===== src/rtl/dec_entry_to_bin.sv =====
// Two-digit decimal entry converted to a 6-bit binary value.
// The operator sets a BCD digit on the switches and presses enter, once for the
// tens digit and once for the ones digit. A completed entry of 0..63 appears on
// binOut with binValid high. Invalid digits or values above 63 park the block in
// an error state until clear or reset.
//
// Optional build macro: DEC_ENTRY_DEBOUNCE_EN
//   When defined, the synchronized enter level must hold for DEBOUNCE_CYCLES
//   consecutive cycles before it is accepted. When undefined, the edge detector
//   works directly on the synchronized level and DEBOUNCE_CYCLES is unused.
//
// Ports:
//   clock     in   system clock, rising-edge
//   rstIn     in   synchronous active-high reset
//   digitIn   in   [3:0] BCD digit from switches
//   enterBtn  in   raw enter push button (asynchronous)
//   clearBtn  in   raw clear button (asynchronous, level-sensitive)
//   binOut    out  [5:0] entered value in binary
//   binValid  out  binOut holds a completed in-range entry
//   errFlag   out  block is in the error state
//   phase     out  [1:0] state: TENS=0, ONES=1, DONE=2, ERR=3
//   tensEcho  out  [3:0] captured tens digit
//   onesEcho  out  [3:0] captured ones digit
module dec_entry_to_bin #(
  parameter int unsigned DEBOUNCE_CYCLES = 250000
) (
  input  logic       clock,
  input  logic       rstIn,
  input  logic [3:0] digitIn,
  input  logic       enterBtn,
  input  logic       clearBtn,
  output logic [5:0] binOut,
  output logic       binValid,
  output logic       errFlag,
  output logic [1:0] phase,
  output logic [3:0] tensEcho,
  output logic [3:0] onesEcho
);

  typedef enum logic [1:0] {
    ST_TENS = 2'd0,
    ST_ONES = 2'd1,
    ST_DONE = 2'd2,
    ST_ERR  = 2'd3
  } state_t;

  localparam int unsigned FLUSH_W = 2;

  state_t state;

  logic enter_s1, enter_s2;
  logic clear_s1, clear_s2;
  logic enter_lvl;
  logic enter_prev;
  logic enter_evt;
  logic rel_wait;
  logic [FLUSH_W-1:0] flush_cnt;
  logic digit_ok;
  logic [6:0] value;

  // Two-flop synchronizers for both raw buttons
  always_ff @(posedge clock) begin
    if (rstIn) begin
      enter_s1 <= 1'b0;
      enter_s2 <= 1'b0;
      clear_s1 <= 1'b0;
      clear_s2 <= 1'b0;
    end else begin
      enter_s1 <= enterBtn;
      enter_s2 <= enter_s1;
      clear_s1 <= clearBtn;
      clear_s2 <= clear_s1;
    end
  end

`ifdef DEC_ENTRY_DEBOUNCE_EN
  localparam int unsigned CNT_W = (DEBOUNCE_CYCLES > 1) ? $clog2(DEBOUNCE_CYCLES) : 1;

  logic [CNT_W-1:0] db_cnt;
  logic             db_lvl;

  // Accept a new level only after it has differed from the accepted level for
  // DEBOUNCE_CYCLES consecutive cycles; any return resets the count.
  always_ff @(posedge clock) begin
    if (rstIn) begin
      db_cnt <= '0;
      db_lvl <= 1'b0;
    end else if (enter_s2 == db_lvl) begin
      db_cnt <= '0;
    end else if (db_cnt == CNT_W'(DEBOUNCE_CYCLES - 1)) begin
      db_cnt <= '0;
      db_lvl <= enter_s2;
    end else begin
      db_cnt <= db_cnt + CNT_W'(1);
    end
  end

  assign enter_lvl = db_lvl;
`else
  assign enter_lvl = enter_s2;
`endif

  // After reset, wait for the synchronizer to flush and then for the button to
  // be seen released, so a press held through reset never creates an event.
  always_ff @(posedge clock) begin
    if (rstIn) begin
      enter_prev <= 1'b0;
      rel_wait   <= 1'b1;
      flush_cnt  <= '0;
    end else begin
      enter_prev <= enter_lvl;
      if (flush_cnt != FLUSH_W'(2)) begin
        flush_cnt <= flush_cnt + FLUSH_W'(1);
      end else if (!enter_s2) begin
        rel_wait <= 1'b0;
      end
    end
  end

  assign enter_evt = enter_lvl & ~enter_prev & ~rel_wait;
  assign digit_ok  = (digitIn <= 4'd9);
  // tens*10 + ones as shifts; max 99 fits in 7 bits
  assign value     = (7'(tensEcho) << 3) + (7'(tensEcho) << 1) + 7'(digitIn);

  // Entry state machine with registered outputs; clear overrides any enter event
  always_ff @(posedge clock) begin
    if (rstIn || clear_s2) begin
      state    <= ST_TENS;
      binOut   <= '0;
      binValid <= 1'b0;
      errFlag  <= 1'b0;
      tensEcho <= '0;
      onesEcho <= '0;
    end else if (enter_evt) begin
      case (state)
        ST_TENS, ST_DONE: begin
          binValid <= 1'b0;
          if (digit_ok) begin
            tensEcho <= digitIn;
            onesEcho <= '0;
            state    <= ST_ONES;
          end else begin
            errFlag <= 1'b1;
            state   <= ST_ERR;
          end
        end
        ST_ONES: begin
          if (!digit_ok) begin
            errFlag <= 1'b1;
            state   <= ST_ERR;
          end else begin
            onesEcho <= digitIn;
            if (value <= 7'd63) begin
              binOut   <= value[5:0];
              binValid <= 1'b1;
              state    <= ST_DONE;
            end else begin
              errFlag <= 1'b1;
              state   <= ST_ERR;
            end
          end
        end
        default: begin
          // Error state ignores enter; only clear or reset leaves it
          errFlag  <= 1'b1;
          binValid <= 1'b0;
          state    <= ST_ERR;
        end
      endcase
    end
  end

  assign phase = state;

endmodule


===== config.mk =====
export PLATFORM = sky130hd
export DESIGN_NAME = dec_entry_to_bin
export DESIGN_NICKNAME = d
export VERILOG_FILES = /design/src/rtl/dec_entry_to_bin.sv
export SDC_FILE = /design/constraint.sdc
export NUM_CORES = 1
export LEC_CHECK = 0
export BUFFER_PORTS_ARGS = -buffer_cell sky130_fd_sc_hd__buf_2
export CORE_MARGIN = 4
export CORE_UTILIZATION = 57
export DETAILED_ROUTE_END_ITERATION = 10
export GPL_TIMING_DRIVEN = 0
export PLACE_DENSITY = 0.8
export SLEW_MARGIN = 30
export SYNTH_ARGS = -nofsm -noshare
export SYNTH_HDL_FRONTEND = slang
export SYNTH_SLANG_ARGS = --single-unit

===== constraint.sdc =====
create_clock -name clock -period 6.6 [get_ports clock]
set_input_delay 1.32 -clock clock [delete_from_list [all_inputs] [get_ports clock]]
set_output_delay 1.32 -clock clock [all_outputs]
set_load 0.02 [all_outputs]

; After elaboration in Yosys (flattened, before gate mapping)
; Index checks and enable logic that the tools add are counted.
[op_classes]
addsub = 3
n_lt_le_gt_ge = 2
n_eq_ne = 8
n_mux = 14
bitwise = 6
reduce_logical = 10
[op_table]
columns = cell, count
row1 = $ne 2x2->1 const B, 5
row2 = $reduce_and 3->1, 3
row3 = $mux 1, 8
row4 = $mux 4, 2
row5 = $pmux 4 s2, 1
row6 = $reduce_and 4->1, 2
row7 = $add 7x4->7, 1
row8 = $add 7x5->7, 1
row9 = $le 7x6->1 const B, 1
row10 = $le 4x4->1 const B, 1
row11 = $not 1->1, 4
row12 = $pmux 2 s2, 1
row13 = $ne 3x3->1 const B, 1
row14 = $add 2x1->2 const B, 1
row15 = $and 1x1->1, 2
row16 = $eq 2x1->1 const B, 1
row17 = $eq 2x2->1 const B, 1
row18 = $logic_not 2->1, 1
row19 = $mux 2, 1
row20 = $pmux 1 s2, 1
row21 = $reduce_and 2->1, 1
row22 = $reduce_bool 2->1, 1
row23 = $reduce_or 2->1, 1
row24 = $logic_or 1x1->1, 1
[word_totals]
regBits = 26
inputBits = 8
out_inout_bits = 18
wordCells = 56

; Longest topological paths before layout
[depth]
depth_word = 6
mapped_depth = 8
ltp_nobuf = 8

; Worst setup path after synthesis
; No wires, ideal clock.
[synth_path]
path_type = input to register
from = in digitIn[3]
to = reg binOut[0]
setup_ns = 0.072
t_arrival_ns = 3.423
required_ns = 6.528
slack_ns = 3.105
cell_stages = 8
n_path_buf = 0
path_cell_list = inv_1 fa_1 inv_1 fa_1 and3_1 or3_1 a21oi_4 mux2i_1
[synth_via]
elab_chain_len = 3
word_cells_on_any_way = 4
classes_between = add/sub (1) / order compare (2) / reduce/logical (1)
[synth_rtl]
columns = item, line_no
row1 = "start, declared", 29  ; input logic [3:0] digitIn,
row2 = $add 7x4->7, 123  ; assign value = (7'(tensEcho) << 3) + (7'(tensEcho) << 1) + 7'(digitIn);
row3 = $le 7x6->1, 153  ; if (value <= 7'd63) begin
row4 = $reduce_and 4->1 (no line) *, -
row5 = "end signal, assigned", 154  ; binOut <= value[5:0];
row6 = "end, declared", 32  ; output logic [5:0] binOut,
; Mark *: on every way between the ends. The rest lies on a longest branch, timed or not.
; A chain may end at the register's enable or synchronous reset.

; Worst setup path in the final report
[layout_path]
from = in digitIn[3]
to = reg binOut[3]
[layout_via]
elab_chain_len = 3
word_cells_on_any_way = 4
classes_between = add/sub (1) / order compare (2) / reduce/logical (1)
[layout_rtl]
columns = item, line_no
row1 = $add 7x4->7, 123
row2 = $le 7x6->1, 153
row3 = $reduce_and 4->1 (no line), -
; Several ways; a longest one is shown, not always the timed one.

==> flow_results.org <==
** CTS
- Cell at the root of the clock tree :: sky130_fd_sc_hd__clkbuf_4
- Clock latency on the worst-skew pair :: ~0.31 ns
- Post-CTS repair timing setup buffer count :: 0
- CTS built an H-tree with a depth of 1.
- CTS tree :: done
- The clock net in this run drives a total of 26 sinks.
- Cts bufs inserted :: 3
- The number of hold buffers added after CTS was 0.
- Once the clock tree was built, the resizer swapped 0 gates to a different size.
- Clock-pin slew was measured on the worst setup and hold paths at 0.13 ns.
- The clock passes through at most 2 buffers.

** Route
- Remaining design rule violation count :: 0
- WL met2 :: between 1000 and 1500 microns
- Drt via density :: 5.40
- Number of routed nets with antenna violations :: 0
- The routed design uses between 60 and 70 microns of met3 wire.
- Router iterations before antenna repair :: 4
- After detailed routing, the wire length on met1 is 1060 microns.
- Dividing the detail-routed wire length by the instance count gives 12.7 microns.
- Highest metal used :: met4
- Via total after detailed routing :: 1036
- Summed over all layers, the routed wires come to 2440 microns.
- First DRT Iteration DRCs :: 18

** GRT
- Global-route wire length before repair :: 4070 microns
- Initial antenna violation count :: 0
- Overall fraction of global-route tracks in use :: 0.185
- Total congestion overflow after global routing :: 0
- Vias in the first global route :: 1013
- Pin count of the biggest net entering global routing :: 15

** Cells and area
- Antenna Cells :: 0
- The finished cells cover roughly 1500 sq um.
- Of the cells placed in the final design, the portion with a size suffix greater than 1 is 0.212.
- Signed area change from the synthesized netlist to the final layout :: 15.0%
- Total number of nets in the final design :: 184
- Number of fillers in the final layout :: 174

** Pwr
- Power comes to 0.295 mW.
- Switching Fraction :: 0.256
- Static leakage power :: slightly below 0.7 nW
- Relative contribution of the clock network to total power :: 0.265
- Design internal power :: 0.220 mW
- Sequential fraction of design power :: 0.586
- PwrDens :: 203 nW/um^2
- Summed over all nets, the switching power comes to roughly 0.076 mW.
- Portion of total power attributed to combinational logic :: 0.149
- Across the VDD grid, the largest voltage drop is roughly 0.18 mV.

** Timing
- Post-Route Setup TNS :: 0 ns
- Of the available clock period, the critical path in the final layout requires 0.531.
- Worst slew pin tran :: approximately 0.5 ns
- Derived from the worst setup path, the maximum achievable clock frequency is 0.285 GHz.
- The number of pins with negative max-slew slack in the final report is 0.
- Measured against its own limit, the worst slew margin works out to 0.662.
- Setup repair after global routing missed its margin :: no
- Post-route clock skew :: 0.00377 ns
- Final Hold Vio Count :: 0
- Setup violations remaining at the end of the flow were counted as 0.
- Hold timing on the final database bottoms out at a slack of 0.459 ns.
- The worst path needs 3.50 ns of the cycle, external delays included.

** Placement
- The count of buffers added on input and output ports is 24.
- Post-place instance area :: roughly 1400 sq um
- Routability congestion estimate from global placement :: 0.770
- Half-perimeter wire length of the detailed placement result :: 1930 microns

** Hold path
- Hold/Removal Path Class :: reg2reg
- Worst hold endpoint :: enter_lvl
- Counting instances, the worst hold path has a depth of 1.
- Startpoint of the tightest hold check path :: enter_s1

** Synthesis
- Sequential fraction of the synthesis area :: 0.411
- The number of nets handed over by synthesis was 155.
- A synthesized cell averages 9.24 sq um.
- The mapped netlist covers approximately 1300 sq um.
- Synthesis handed over a netlist of ~140 instances.
- The synthesized netlist contains 30 unique library cells.
- Counting flops and latches in the post-synthesis netlist gives 26.
- Synth warn :: 0

** Worst setup path
- The number of cells on the worst reg-to-reg path is 8.
- Highest cell delay on the worst timing path :: about 0.53 ns
- The worst setup path is captured at a register.
- Startpoint-to-endpoint class of the critical path :: in2reg
- Setup crit start kind :: input pin
- Buf+Inv Stages, Crit Path :: 3
- Tracing the worst setup path back leads to its startpoint at digitIn[3].
- FF-to-FF setup slack :: approximately 3.9 ns
- Critical Path AT :: roughly 3.8 ns
- Traced cell by cell, the critical path runs through buf_2 -> inv_1 -> fa_1 -> inv_1 -> fa_1 -> and3_1 -> or3_1 -> a21oi_4 -> mux2i_1.
- For the worst setup path, the data required time is 6.85 ns.
- The kind of cell with the highest combined delay along the critical path is adder cells.
- Among all stages on the critical path, the largest delay is contributed by sky130_fd_sc_hd__fa_1.
- Top fanout value on the critical path :: 6
- Worst reg2reg path startpoint :: tensEcho[0]
- The worst register-to-register path ends at binOut[3].

** Floorplanning
- The core region is 2040 sq um.
- The die is 55.1 microns wide.
- For this design the top-level I/O count stands at 26.
- After floorplanning, the core was divided into 16 placement rows.
- For this configuration, the core starts out at a cell density of 0.620.
- The floorplan step defined a die boundary enclosing 3040 sq um.
- Chip height :: around 55 microns

** Flow run
- Max-cap violations :: 0

** Outcome
- Outcome :: finished, final reports clean
-- kinds of logic after synthesis --
logic type / share of synthesized area
adders and majority gates: 0.111
and+or+nand+nor: 0.185
DFF: 0.411
buffers and inverters: 0.0593
muxes: 0.0711
xor gates and xnor gates: 0.0138
AOI/OAI and AO/OA: 0.149
-- sequential cells by signal, summed over array words and instances, names as in the netlist, 2 cells and up --
register / flops
flush_cnt: 2
binOut: 6
tensEcho: 4
onesEcho: 4
phase: 2
-- worst max path at each step --
| stage | depth (start not counted) | end |
|---|---|---|
| floorplan | 8 | binOut[0] |
| global placement | 9 | binOut[0] |
| detailed placement | 9 | binOut[3] |
| CTS | 9 | binOut[3] |
| global route | 9 | binOut[3] |
| finish | 9 | binOut[3] |
-- worst register-to-register path, cell delays in order (launching register included) --
cell	delay, ns
sky130_fd_sc_hd__dfxtp_1	0.41
sky130_fd_sc_hd__inv_1	0.08
sky130_fd_sc_hd__fa_1	0.50
sky130_fd_sc_hd__inv_1	0.07
sky130_fd_sc_hd__fa_1	0.45
sky130_fd_sc_hd__and3_1	0.19
sky130_fd_sc_hd__or3_1	0.42
sky130_fd_sc_hd__a21oi_4	0.32
sky130_fd_sc_hd__mux2i_1	0.23
-- cell type report --
type,count,area (sq um),share of cell area
Clock buffer,4,36.3,0.0249
Tap cell,27,33.8,0.0232
Inverter,9,33.8,0.0232
Sequential cell,26,520,0.357
Multi-Input combinational cell,96,671,0.460
Buffer,6,41.3,0.0284
Timing Repair Buffer,24,120,0.0825
-- cells in the final DEF, fill, tap and decap left out, types with 4 or more instances in the layout --
cell type / synthesis / final
sky130_fd_sc_hd__a22oi_1: 4 / 4
sky130_fd_sc_hd__o41ai_1: 4 / 4
sky130_fd_sc_hd__dfxtp_1: 26 / 26
sky130_fd_sc_hd__o21ai_0: 7 / 7
sky130_fd_sc_hd__mux2i_1: 9 / 9
sky130_fd_sc_hd__a21oi_1: 7 / 7
sky130_fd_sc_hd__nand2_1: 17 / 17
sky130_fd_sc_hd__ha_1: 8 / 8
sky130_fd_sc_hd__inv_1: 9 / 9
sky130_fd_sc_hd__nor2b_1: 6 / 6
sky130_fd_sc_hd__nor2_1: 13 / 13
sky130_fd_sc_hd__buf_2: 0 / 24
-- power by group through the flow --
| stage | combinational [mW] | clock, mW | sequential, mW |
|---|---|---|---|
| finish | 0.0440 | 0.0781 | 0.173 |
| global route | 0.0513 | 0.0852 | 0.175 |
| CTS | 0.0442 | 0.0804 | 0.173 |
| detailed placement | 0.0439 | 0 | 0.177 |
| global placement | 0.0424 | 0 | 0.176 |
| floorplan | 0.0335 | 0 | 0.176 |
-- metal layers --
| metal | vias up | track usage |
|---|---|---|
| met3 | 2 | 0.0268 |
| met1 | 493 | 0.203 |
| met2 | 14 | 0.360 |
| met5 | - | 0 |
| met4 | 0 | 0.0567 |
| li1 | 527 | - |
-- stage by stage --
stage | instances | util | setup slack, ns
after detailed placement | 188 | 0.695 | 2.76
after floorplan | 137 | - | 3.11
after CTS | 192 | 0.713 | 3.09
final | 192 | 0.713 | 3.10
after global placement | 188 | 0.695 | 2.81
after global routing | 192 | 0.713 | 3.00
-- synthesized netlist by cell type --
library cell | instances | area (sq um)
sky130_fd_sc_hd__or2_2 | 1 | 6.26
sky130_fd_sc_hd__buf_6 | 1 | 11.3
sky130_fd_sc_hd__buf_8 | 1 | 15.0
sky130_fd_sc_hd__o21ai_0 | 7 | 35.0
sky130_fd_sc_hd__nor3b_2 | 1 | 12.5
sky130_fd_sc_hd__a21o_2 | 1 | 8.76
sky130_fd_sc_hd__xor2_1 | 2 | 17.5
sky130_fd_sc_hd__mux2i_1 | 9 | 90.1
sky130_fd_sc_hd__o21a_1 | 1 | 7.51
sky130_fd_sc_hd__or3_1 | 1 | 6.26
sky130_fd_sc_hd__nor2b_1 | 6 | 37.5
sky130_fd_sc_hd__inv_1 | 9 | 33.8
sky130_fd_sc_hd__clkbuf_1 | 3 | 11.3
sky130_fd_sc_hd__a21o_1 | 2 | 15.0
sky130_fd_sc_hd__a22oi_1 | 4 | 30.0
sky130_fd_sc_hd__dfxtp_1 | 26 | 521
sky130_fd_sc_hd__a21oi_1 | 7 | 35.0
sky130_fd_sc_hd__o22ai_1 | 1 | 6.26
sky130_fd_sc_hd__or3b_1 | 1 | 8.76
sky130_fd_sc_hd__o41ai_1 | 4 | 35.0
sky130_fd_sc_hd__nand2b_1 | 1 | 6.26
sky130_fd_sc_hd__fa_1 | 2 | 40.0
sky130_fd_sc_hd__nor3_4 | 1 | 16.3
sky130_fd_sc_hd__nand2_1 | 17 | 63.8
sky130_fd_sc_hd__nor2_1 | 13 | 48.8
sky130_fd_sc_hd__nand3_1 | 3 | 15.0
sky130_fd_sc_hd__buf_1 | 1 | 3.75
sky130_fd_sc_hd__and3_1 | 2 | 12.5
sky130_fd_sc_hd__ha_1 | 8 | 100
sky130_fd_sc_hd__a21oi_4 | 1 | 16.3
(Power assumes the default switching activity.)
